--- config.mk ---
export PLATFORM = sky130hd
export DESIGN_NAME = mem_ctrl_flat
export DESIGN_NICKNAME = d
export VERILOG_FILES = /design/src/rtl/mem_ctrl_if.sv /design/src/rtl/mem_ctrl.sv /design/src/flat_wrapper.sv
export SDC_FILE = /design/constraint.sdc
export NUM_CORES = 1
export LEC_CHECK = 0
export CORE_MARGIN = 3
export CORE_UTILIZATION = 44
export CTS_BUF_LIST = sky130_fd_sc_hd__clkbuf_16
export CTS_CLUSTER_SIZE = 28
export DETAILED_ROUTE_END_ITERATION = 6
export PLACE_DENSITY_LB_ADDON = 0.25
export RECOVER_POWER = 25
export SETUP_SLACK_MARGIN = 0.2
export SLEW_MARGIN = 20
export SYNTH_ARGS = -nofsm -noshare
export SYNTH_HDL_FRONTEND = slang
export SYNTH_SLANG_ARGS = --single-unit
--- constraint.sdc ---
create_clock -name clk_in -period 3.56 [get_ports clk_in]
set_input_delay 0.534 -clock clk_in [delete_from_list [all_inputs] [get_ports clk_in]]
set_output_delay 0.534 -clock clk_in [all_outputs]
set_load 0.01 [all_outputs]
--- src/rtl/mem_ctrl_if.sv ---
// Fetch and LSB request/response bundle between the requesters and mem_ctrl.
interface mem_ctrl_if #(parameter int ADDR_W = 32);
    logic              if_req;
    logic [ADDR_W-1:0] if_addr;
    logic              change_pc;
    logic              mem_rdy;
    logic [7:0]        mem_byte;
    logic              mem_is_writing;
    logic              lsb_req;
    logic              lsb_we;
    logic [1:0]        lsb_size;
    logic [ADDR_W-1:0] lsb_addr;
    logic [31:0]       lsb_wdata;
    logic              lsb_busy;
    logic              lsb_done;
    logic [31:0]       lsb_rdata;

    modport master (
        output if_req, if_addr, change_pc, lsb_req, lsb_we, lsb_size, lsb_addr, lsb_wdata,
        input  mem_rdy, mem_byte, mem_is_writing, lsb_busy, lsb_done, lsb_rdata
    );
    modport slave (
        input  if_req, if_addr, change_pc, lsb_req, lsb_we, lsb_size, lsb_addr, lsb_wdata,
        output mem_rdy, mem_byte, mem_is_writing, lsb_busy, lsb_done, lsb_rdata
    );
endinterface

--- src/rtl/mem_ctrl.sv ---
// Byte-wide RAM/IO port owner: fetch byte stream vs. multi-byte LSB load/store.
// Optional IO_STALL_EN: hold stores to IO addresses while io_buffer_full is set.
module mem_ctrl #(
    parameter int                ADDR_W  = 32,
    parameter logic [ADDR_W-1:0] IO_BASE = 'h30000
) (
    input  logic              clk_in,
    input  logic              rst_n_in,
    input  logic              rdy_in,
    input  logic [7:0]        mem_din,
    output logic [7:0]        mem_dout,
    output logic [ADDR_W-1:0] mem_a,
    output logic              mem_wr,
    input  logic              io_buffer_full,
    mem_ctrl_if.slave         bus
);
    localparam logic [1:0] IDLE     = 2'd0;
    localparam logic [1:0] LSB_RD   = 2'd1;
    localparam logic [1:0] LSB_WR   = 2'd2;
    localparam logic [1:0] LSB_DONE = 2'd3;

    logic [1:0]        state;
    logic [ADDR_W-1:0] base;
    logic [2:0]        n, i;
    logic [31:0]       wdata, sreg;
    logic              is_wr_q;
    logic [ADDR_W-1:0] cur_a;
    logic              grant, accept, stall;
    logic [1:0]        lane;

    assign cur_a  = base + ADDR_W'(i);
    // Reset gates the combinational grant so the port is quiet during reset.
    assign grant  = rst_n_in & rdy_in & (state == IDLE) & bus.if_req & ~bus.change_pc;
    assign accept = rdy_in & (state == IDLE) & bus.lsb_req;
    assign lane   = 2'(i - 3'd1);

`ifdef IO_STALL_EN
    assign stall = (cur_a >= IO_BASE) & io_buffer_full;
`else
    assign stall = 1'b0;
    logic unused_io;
    assign unused_io = ^{io_buffer_full, IO_BASE};
`endif

    always_comb begin
        mem_a    = '0;
        mem_wr   = 1'b0;
        mem_dout = 8'h00;
        case (state)
            IDLE:    if (grant) mem_a = bus.if_addr;
            LSB_RD:  mem_a = cur_a;
            LSB_WR: begin
                mem_a    = cur_a;
                mem_wr   = rdy_in & ~stall;
                mem_dout = 8'(wdata >> {i[1:0], 3'b000});
            end
            default: ;
        endcase
    end

    always_ff @(posedge clk_in or negedge rst_n_in) begin
        if (!rst_n_in) begin
            state   <= IDLE;
            base    <= '0;
            n       <= 3'd0;
            i       <= 3'd0;
            wdata   <= 32'h0;
            sreg    <= 32'h0;
            is_wr_q <= 1'b0;
        end else if (rdy_in) begin
            // Fetch grant given in the accept cycle is revoked next cycle.
            is_wr_q <= accept & grant;
            case (state)
                IDLE: if (bus.lsb_req) begin
                    base  <= bus.lsb_addr;
                    wdata <= bus.lsb_wdata;
                    sreg  <= 32'h0;
                    i     <= 3'd0;
                    n     <= (bus.lsb_size == 2'd0) ? 3'd1 :
                             (bus.lsb_size == 2'd1) ? 3'd2 : 3'd4;
                    state <= bus.lsb_we ? LSB_WR : LSB_RD;
                end
                LSB_RD: begin
                    // Byte issued last cycle arrives now; i == n is the extra capture cycle.
                    if (i != 3'd0) sreg <= sreg | (32'(mem_din) << {lane, 3'b000});
                    if (i == n) state <= LSB_DONE;
                    else        i     <= i + 3'd1;
                end
                LSB_WR: if (!stall) begin
                    if (i == n - 3'd1) state <= LSB_DONE;
                    else               i     <= i + 3'd1;
                end
                default: state <= IDLE;
            endcase
        end
    end

    assign bus.mem_rdy        = grant;
    assign bus.mem_byte       = mem_din;
    assign bus.mem_is_writing = is_wr_q;
    assign bus.lsb_busy       = (state != IDLE);
    assign bus.lsb_done       = (state == LSB_DONE);
    assign bus.lsb_rdata      = sreg;
endmodule

--- src/flat_wrapper.sv ---
// flat-port wrapper written by rule: the top's interface ports become plain ports
module mem_ctrl_flat 
#(
    parameter int                ADDR_W  = 32,
    parameter logic [ADDR_W-1:0] IO_BASE = 'h30000
)
  (clk_in, rst_n_in, rdy_in, mem_din, mem_dout, mem_a, mem_wr, io_buffer_full, bus_if_req, bus_if_addr, bus_change_pc, bus_lsb_req, bus_lsb_we, bus_lsb_size, bus_lsb_addr, bus_lsb_wdata, bus_mem_rdy, bus_mem_byte, bus_mem_is_writing, bus_lsb_busy, bus_lsb_done, bus_lsb_rdata);
  mem_ctrl_if #(.ADDR_W(ADDR_W)) bus_i ();
  input  logic clk_in;
  input  logic rst_n_in;
  input  logic rdy_in;
  input  logic [7:0] mem_din;
  output logic [7:0] mem_dout;
  output logic [ADDR_W-1:0] mem_a;
  output logic mem_wr;
  input  logic io_buffer_full;
  input wire logic [$bits(bus_i.if_req)-1:0] bus_if_req;
  input wire logic [$bits(bus_i.if_addr)-1:0] bus_if_addr;
  input wire logic [$bits(bus_i.change_pc)-1:0] bus_change_pc;
  input wire logic [$bits(bus_i.lsb_req)-1:0] bus_lsb_req;
  input wire logic [$bits(bus_i.lsb_we)-1:0] bus_lsb_we;
  input wire logic [$bits(bus_i.lsb_size)-1:0] bus_lsb_size;
  input wire logic [$bits(bus_i.lsb_addr)-1:0] bus_lsb_addr;
  input wire logic [$bits(bus_i.lsb_wdata)-1:0] bus_lsb_wdata;
  output wire logic [$bits(bus_i.mem_rdy)-1:0] bus_mem_rdy;
  output wire logic [$bits(bus_i.mem_byte)-1:0] bus_mem_byte;
  output wire logic [$bits(bus_i.mem_is_writing)-1:0] bus_mem_is_writing;
  output wire logic [$bits(bus_i.lsb_busy)-1:0] bus_lsb_busy;
  output wire logic [$bits(bus_i.lsb_done)-1:0] bus_lsb_done;
  output wire logic [$bits(bus_i.lsb_rdata)-1:0] bus_lsb_rdata;
  assign bus_i.if_req = bus_if_req;
  assign bus_i.if_addr = bus_if_addr;
  assign bus_i.change_pc = bus_change_pc;
  assign bus_i.lsb_req = bus_lsb_req;
  assign bus_i.lsb_we = bus_lsb_we;
  assign bus_i.lsb_size = bus_lsb_size;
  assign bus_i.lsb_addr = bus_lsb_addr;
  assign bus_i.lsb_wdata = bus_lsb_wdata;
  assign bus_mem_rdy = bus_i.mem_rdy;
  assign bus_mem_byte = bus_i.mem_byte;
  assign bus_mem_is_writing = bus_i.mem_is_writing;
  assign bus_lsb_busy = bus_i.lsb_busy;
  assign bus_lsb_done = bus_i.lsb_done;
  assign bus_lsb_rdata = bus_i.lsb_rdata;
  mem_ctrl #(.ADDR_W(ADDR_W), .IO_BASE(IO_BASE)) u_core (.clk_in(clk_in), .rst_n_in(rst_n_in), .rdy_in(rdy_in), .mem_din(mem_din), .mem_dout(mem_dout), .mem_a(mem_a), .mem_wr(mem_wr), .io_buffer_full(io_buffer_full), .bus(bus_i));
endmodule
# == Yosys cells after proc, flatten, opt, wreduce, memory -nomap -nowiden ==
# Index checks and enable logic that the tools add are counted.
# totals
register_bits,105
in_bits,114
output_inout_bits,85
elab_cells,63
# op_classes
n_addsub,4
n_eq_ne,12
shift,2
mux,18
bitwise,9
reduce_logical,11
# ops
cell,n
32-bit one-hot mux with 2 select lines,2
32-bit 2-to-1 mux,3
32-bit by 3-bit adder with 32-bit output,1
32-bit bitwise OR,1
8-bit by 5-bit << shifter with 32-bit output,1
32-bit by 5-bit >> shifter with 8-bit output,1
3-bit 2-to-1 mux,5
3-bit one-hot mux with 3 select lines,1
2-bit 2-to-1 mux,4
8-bit 2-to-1 mux,1
4-bit AND reduction,2
1-bit AND,7
3-bit == test,2
"2-bit by 1-bit != test with 1-bit output, second input constant",3
"2-bit != test, second input constant",3
2-bit one-hot mux with 3 select lines,1
3-bit nonzero test,2
5-bit AND reduction,1
"2-bit by 1-bit == test with 1-bit output, second input constant",2
"2-bit == test, second input constant",2
2-bit zero test,2
2-bit nonzero test,2
"3-bit by 1-bit adder with 3-bit output, second input constant",1
3-bit AND reduction,1
5 further kinds,5

# == Logic depth before layout (Yosys ltp) ==
# Gate-level depths: netlist of the first run.
# logic_depth
word_depth,6
mapped_depth,8
ltp_nobuf,8

# == Worst setup path before layout of the first run ==
# Ideal clock, no wire load.
# synth_path
path_kind,flip-flop to output port
from,register u_core.i[1]
to,output mem_a[20]
t_arrival_ns,2.493
required_time_ns,3.026
path_slack_ns,0.533
path_stages_with_launch,9
path_buffers,1
cell_sequence,dfrtp_1 > buf_1 > inv_1 > fa_1 > nand2b_1 > a2111o_1 > nor4_4 > xnor2_1 > o21ai_0
# synth_between
elab_chain_cells,2
# synth_lines
item,line_no,source
"start, declared",mem_ctrl.sv:24,"logic [2:0] n, i;"
"start signal, assigned",mem_ctrl.sv:87,else i <= i + 3'd1;
"start signal, assigned",mem_ctrl.sv:91,else i <= i + 3'd1;
32-bit by 3-bit adder with 32-bit output,mem_ctrl.sv:31,assign cur_a = base + ADDR_W'(i);
32-bit one-hot mux with 2 select lines,mem_ctrl.sv:49,case (state)
"end, declared",flat_wrapper.sv:14,output logic [ADDR_W-1:0] mem_a;
# Every way passes these cells.

# == Final worst setup path of the first run ==
# layout_path
from,register u_core.i[0]
to,output mem_a[22]
# The elaborated chain is that of the path after synthesis.

==> run summary, run 1 <==
Seq/Total Area, Yosys - 47.06%
# fillers - 1012
Synth cell types - 44
Worst Tran Pin Value - 1.932 ns
CTS H-tree lvls - 3
Detail Route met2 WL - 7593 microns
Synth Instances - 524
WL/cell - 17.00 microns
Synth Cell Area - 0.005583 sq mm
synthesis-to-finish area growth - 44.51%
Routed WL - 15070 microns
DR iter-0 viols - 227
CTS Root Cell - clkbuf_16
DP HPWL - 11130 microns
routability congestion estimate - 0.7982
Mapped Nets - 650
main combinational cell family by area after synthesis - multiplexers
post-route ant nets - 0
DRC viols - 0
Total GRT Usage - 21.61%
Die Area - 0.01408 sq mm
crit path to - mem_a[22]
number of I/O pins - 199
Max FO, Critical Path - 4
min Tclk post-route - 3.267 ns
mux cell area share after synthesis - 16.74%
final setup violation count - 0
vias in the first global route - 4885
synthesized-area fraction occupied by adder cells - 2.824%
Cell Chain, Critical Path - ha_2 -> inv_1 -> fa_2 -> nand2b_4 -> a21oi_4 -> nand3_1 -> xor2_1 -> o21ai_1 -> clkdlybuf4s50_1
DR pass1 iterations - 5
clk buf depth - 2
PD cells - 846.1 mW/mm^2
total grt overflow - 0
CTS clk-pin slew, worst paths - 0.07 ns
layout cells sized above 1 - 17.41%
Pins Over Slew Limit - 37
core region area - 0.01221 sq mm
CP startpoint - u_core.i[0]
synthesis-stage register bit count - 105
Non-Filler Instances - 886
sinks on the clock net - 105
Async SR Flop Fraction - 100.0%
Worst Setup Start Kind - flip-flop
Rel. slew slack - -28.82%
placed cell area - 0.007700 sq mm
number of synthesized flops with an enable pin - 0
antenna cells - 0
Num CTS Buffers - 9
kind of critical path - reg2out
highest routed layer - met4
final hold violation count - 0
CTS tree - built
Peak Freq - 0.3061 GHz
VDD IR-drop max - 0.5079 mV
IO Port Bufs - 197
Die X - 118.6 microns
Die Y - 118.6 microns
CP required - 3.03 ns
worst reg2reg path depth - 7
met1 wire length - 6190 microns
Initial Utilization - 45.72%
Final Cell Area - 0.008068 sq mm
Largest stage delay, worst path - 0.55 ns
r2r endpoint - u_core.bus.lsb_rdata[13]
simple-gate share of the synthesized area - 15.82%
Ys Warns - 0
CP endpoint kind - primary output
worst-skew pair later-pin latency - 0.35 ns
Final TNS setup - 0 ns
status - finished, violations left
LEAKAGE - 3.334 nW
Hold Startpoint - u_core.bus.lsb_rdata[30]
failing checks - max-capacitance violations, max-slew violations
post-synthesis compound-gate area fraction - 8.158%
Multi-input gate area - 0.002835 sq mm
skew final - 0.007976 ns
met3 WL - 1020 microns
register area - 0.002629 sq mm
Via Count - 4641
reg-to-reg startpoint - u_core.i[0]
Final period util - 91.76%
placed insts - 868
RSZ-0062 raised after global routing - true
Worst Hold Class - reg2reg
first-pass GRT wire length - 24530 microns
CP arrival - 2.73 ns
top_reg_cell synth - dfrtp_1
nets - 840
pin count of the biggest net entering global routing - 71
Mean Syn Cell Area - 10.65 sq um
Slowest cell on crit path - clkdlybuf4s50_1
R2R Setup Slk - 1.10 ns
maxcap violations - 1
via density per instance - 5.238
fin util - 66.07%
Core Rows - 40
xor-xnor portion of the synthesized cell area - 5.737%
initial antenna violation count - 0
==> worst min-delay path by stage <==
stage | cells after the start | endpoint | slack, ns
floorplan | 0 | u_core.base[0] | 0.24
global route | 1 | u_core.wdata[16] | 0.52
detailed placement | 2 | u_core.bus.lsb_rdata[20] | 0.49
global placement | 2 | u_core.bus.lsb_rdata[21] | 0.47
CTS | 2 | u_core.base[8] | 0.25
finish | 2 | u_core.bus.lsb_rdata[30] | 0.50
==> critical path, delay by kind of cell, from the launching register on <==
family,cells,cell delay [ns]
AOI/OAI and AO/OA,2,0.33
xor gates and xnor gates,1,0.19
adders and majority gates,2,0.56
buffers and inverters,2,0.61
DFF,1,0.36
and+or+nand+nor,2,0.33
==> repair_timing <==
item / in CTS / in global routing
buffers inserted: 1 / 2
endpoints found under the setup margin: 27 / 23
pin swaps: 2 / 5
hold buffers: 0 / 0
gates resized for setup: 14 / 14
==> synth_stat cells, drive strengths merged (2+ instances only) <==
cell type	n	area, sq um
nor2b	2	12.51
mux4	8	180.2
a22oi	4	30.03
nand3	17	85.08
nand4	16	115.1
xnor2	10	87.58
nor4	7	98.85
and3	2	12.51
ha	11	137.6
nor3	7	45.04
and2	10	62.56
inv	15	56.30
nor2	52	195.2
nand4b	2	17.52
nand2b	4	25.02
clkbuf	12	45.04
xor2	24	210.2
nand2	50	187.7
o21ai	31	162.7
a21oi	36	180.2
mux2	67	754.5
dfrtp	105	2628
and4	2	17.52
buf	18	102.6
==> area by class of cell <==
type	count	area share (%)
well taps	168	2.605
multi-input cells	374	35.14
flip-flops and latches	105	32.58
clock buffers	9	2.792
clock inverters	6	0.8220
inverters	15	0.6979
repair buffers	209	25.36
==> sequential cells by signal, indices dropped and copies added, names as in the netlist <==
| register | cells |
|---|---|
| u_core.base | 32 |
| u_core.bus.lsb_rdata | 32 |
| u_core.wdata | 32 |
| u_core.i | 3 |
| u_core.n | 3 |
| u_core.state | 2 |
| u_core.bus.mem_is_writing | 1 |
==> routing by layer <==
metal | vias up | global-route usage [%]
met3 | 22 | 5.502
met1 | 2255 | 26.23
met4 | 0 | 6.951
met5 | - | 0
li1 | 2206 | -
met2 | 158 | 37.58
==> metrics by stage <==
| stage | power, W | setup WS (ns) | hold slack, ns |
|---|---|---|---|
| final | 0.006826 | 0.2934 | 0.4972 |
| after global routing | 0.007301 | 0.1542 | 0.5225 |
| after CTS | 0.006831 | 0.1332 | 0.2512 |
| after detailed placement | 0.005799 | 0.2580 | 0.4875 |
| after global placement | 0.005655 | 0.2909 | 0.4748 |
| after floorplan | 0.004181 | 0.5329 | 0.2384 |
==> placed cells by master, fill, tap and decap left out, drive strengths merged, types with 16 or more instances in the layout <==
cell	count
inv	17
a21oi	36
clkdlybuf4s50	188
nand3	17
nand2	50
xor2	24
o21ai	31
nand4	16
mux2	67
nor2	52
dfrtp	105
==> where the power goes <==
part	total, W	switching [W]	internal [W]
logic	0.00361	0.00169	0.00192
registers	0.00223	0.000474	0.00175
clock network	0.000988	0.000444	0.000544
total	0.00683	0.00261	0.00422
==> logic make-up after synthesis <==
logic type	Yosys count
compound gates	80
flops	105
simple gates	172
xor+xnor	35
mux	75
buf+inv	45
fa+ha+maj	12
No activity file was read; power rests on OpenSTA's default activity.
==> inputs of run 2 (changes only) <==
--- a/config.mk
+++ b/config.mk
@@ -10,7 +10,7 @@
 export CTS_BUF_LIST = sky130_fd_sc_hd__clkbuf_16
 export CTS_CLUSTER_SIZE = 28
 export DETAILED_ROUTE_END_ITERATION = 6
-export PLACE_DENSITY_LB_ADDON = 0.25
+export PLACE_DENSITY = 0.79
 export RECOVER_POWER = 25
 export SETUP_SLACK_MARGIN = 0.2
 export SLEW_MARGIN = 20
==> run 2 against run 1 <==
Effect of this change:
- largest cell class unchanged
- the run now ends clean
- largest power group unchanged
- wire length is 0.29% higher
- combinational power is 1% lower
- clock power down 7.1%
==> run summary, run 2 (synthesized netlist as in run 1, its figures left out) <==
Peak Freq - 0.3047 GHz
R2R Setup Slk - 1.09 ns
number of I/O pins - 199
switching share of power - 38.61%
vias in the first global route - 5008
first-pass GRT wire length - 24600 microns
CP required - 3.03 ns
skew final - 0.007074 ns
WL/cell - 17.07 microns
sinks on the clock net - 105
Max FO, Critical Path - 4
Cell Chain, Critical Path - ha_1 -> inv_1 -> fa_2 -> nand2b_4 -> a2111o_1 -> buf_4 -> nor3_2 -> xnor2_1 -> o21ai_1 -> dlygate4sd2_1
RSZ-0062 raised after global routing - true
reg-to-reg startpoint - u_core.i[0]
Via Count - 4699
CP endpoint kind - primary output
Rel. slew slack - 7.689%
LEAKAGE - 3.326 nW
Worst Setup Start Kind - flip-flop
clk buf depth - 2
Final Cell Area - 0.008023 sq mm
internal power - 0.004127 W
initial antenna violation count - 0
maxcap violations - 0
Routed WL - 15110 microns
status - complete, no violations
Largest stage delay, worst path - 0.41 ns
Initial Utilization - 45.72%
CTS Root Cell - clkbuf_16
Seq pwr share - 33.3%
switching power - 0.002596 W
CTS tree - built
met2 GRT Util - 38.15%
Die Y - 118.6 microns
Final period util - 92.18%
Slowest cell on crit path - a2111o_1
routing usage on met3 - 6.124%
antenna cells - 0
kind of critical path - reg2out
CTS clk-pin slew, worst paths - 0.07 ns
final hold violation count - 0
DR pass1 iterations - 4
synthesis-to-finish area growth - 43.70%
Num CTS Buffers - 9
placed cell area - 0.007692 sq mm
Pins Over Slew Limit - 0
DRC viols - 0
VDD IR-drop max - 0.4532 mV
total grt overflow - 0
Critical path buffers and inverters - 3
r2r endpoint - u_core.bus.lsb_rdata[8]
Core Rows - 40
worst reg2reg path depth - 7
Worst Tran Pin Value - 1.385 ns
Die X - 118.6 microns
post-route ant nets - 0
pin count of the biggest net entering global routing - 81
commonest non-fill, non-tap cells in the layout - 187 x clkdlybuf4s50_1, 104 x dfrtp_1, 67 x mux2_2, 51 x nor2_1, 50 x nand2_1
DR iter-0 viols - 214
Final TNS setup - 0 ns
family with the most delay on the worst path - buffers and inverters
Clock power frac - 13.7%
Worst Hold Class - in2async
CTS H-tree lvls - 3
CP startpoint - u_core.i[0]
Top Usage Layer GRT - met2
combinational cell fraction of total power - 53.1%
routability congestion estimate - 0.8519
Die Area - 0.01408 sq mm
Total GRT Usage - 21.61%
via density per instance - 5.310
commonest non-fill, non-tap cell in the layout - clkdlybuf4s50_1
final setup violation count - 0
nets - 838
CP arrival - 2.75 ns
IO Port Bufs - 197
DP HPWL - 11490 microns
min Tclk post-route - 3.282 ns
grt met1 use - 25.56%
worst-skew pair later-pin latency - 0.34 ns
layout cells sized above 1 - 17.29%
core region area - 0.01221 sq mm
PD cells - 837.9 mW/mm^2
-- run 2: layout make-up --
| type | count | area [sq um] |
|---|---|---|
| fill | 1011 | 4189 |
| sequential | 105 | 2629 |
| timing repair buffer | 207 | 2038 |
| clock inverter | 7 | 47.55 |
| tap | 168 | 210.2 |
| inverter | 15 | 56.30 |
| multi-input combinational | 374 | 2816 |
| clock buffer | 9 | 225.2 |
-- run 2: layer usage --
metal	vias up	wire, microns
li1	2205	-
met4	0	190
met3	13	1218
met2	186	7663
met5	-	0
met1	2295	6036
-- run 2: per-stage QoR --
step / setup WS [ns] / cells / total power [W] / hold slack, ns / utilization (%)
detailed placement: 0.3010 / 867 / 0.005810 / 0.4663 / 62.99
global route: 0.1572 / 885 / 0.007190 / 0.1055 / 65.70
finish: 0.2782 / 885 / 0.006722 / 0.09467 / 65.70
floorplan: 0.5329 / 524 / 0.004181 / 0.2384 / -
CTS: 0.1147 / 884 / 0.006751 / 0.09358 / 65.45
global placement: 0.3574 / 867 / 0.005658 / 0.4625 / 62.99
-- run 2: worst reg2reg max path, cell delays in order, from the launching register on --
cell     delay, ns
dfrtp_1       0.36
buf_4         0.29
inv_1         0.17
ha_1          0.42
inv_1         0.10
nor4_2        0.79
a21oi_1       0.17
nor2_1        0.12
-- run 2: worst max-delay path by stage --
stage,end,slack (ns),cells after the start
finish,mem_a[16],0.28,10
global route,mem_a[16],0.16,10
CTS,mem_a[16],0.11,10
detailed placement,mem_a[21],0.30,7
global placement,mem_a[21],0.36,7
floorplan,mem_a[20],0.53,8
-- run 2: power by group through the flow --
stage	logic, W	clock network (W)	registers, W
floorplan	0.00200	0	0.00218
global placement	0.00346	0	0.00220
detailed placement	0.00357	0	0.00224
CTS	0.00358	0.000944	0.00223
global route	0.00388	0.00100	0.00230
finish	0.00357	0.000918	0.00224
-- run 2: repair_timing --
| item | 4_1_cts | 5_1_grt |
|---|---|---|
| pin swaps | 1 | 0 |
| hold endpoints to repair | 0 | 0 |
| setup endpoints to repair | 23 | 24 |
| hold buffers | 0 | 0 |
| resized for setup | 12 | 13 |
| setup buffers | 1 | 0 |
==> inputs of run 3 (changes only) <==
--- a/config.mk
+++ b/config.mk
@@ -5,6 +5,7 @@
 export SDC_FILE = /design/constraint.sdc
 export NUM_CORES = 1
 export LEC_CHECK = 0
+export ABC_CLOCK_PERIOD_IN_PS = 3560
 export CORE_MARGIN = 3
 export CORE_UTILIZATION = 44
 export CTS_BUF_LIST = sky130_fd_sc_hd__clkbuf_16
==> results of run 3 <==
No change in the layout: final DEF, timing and power equal those of run 2.
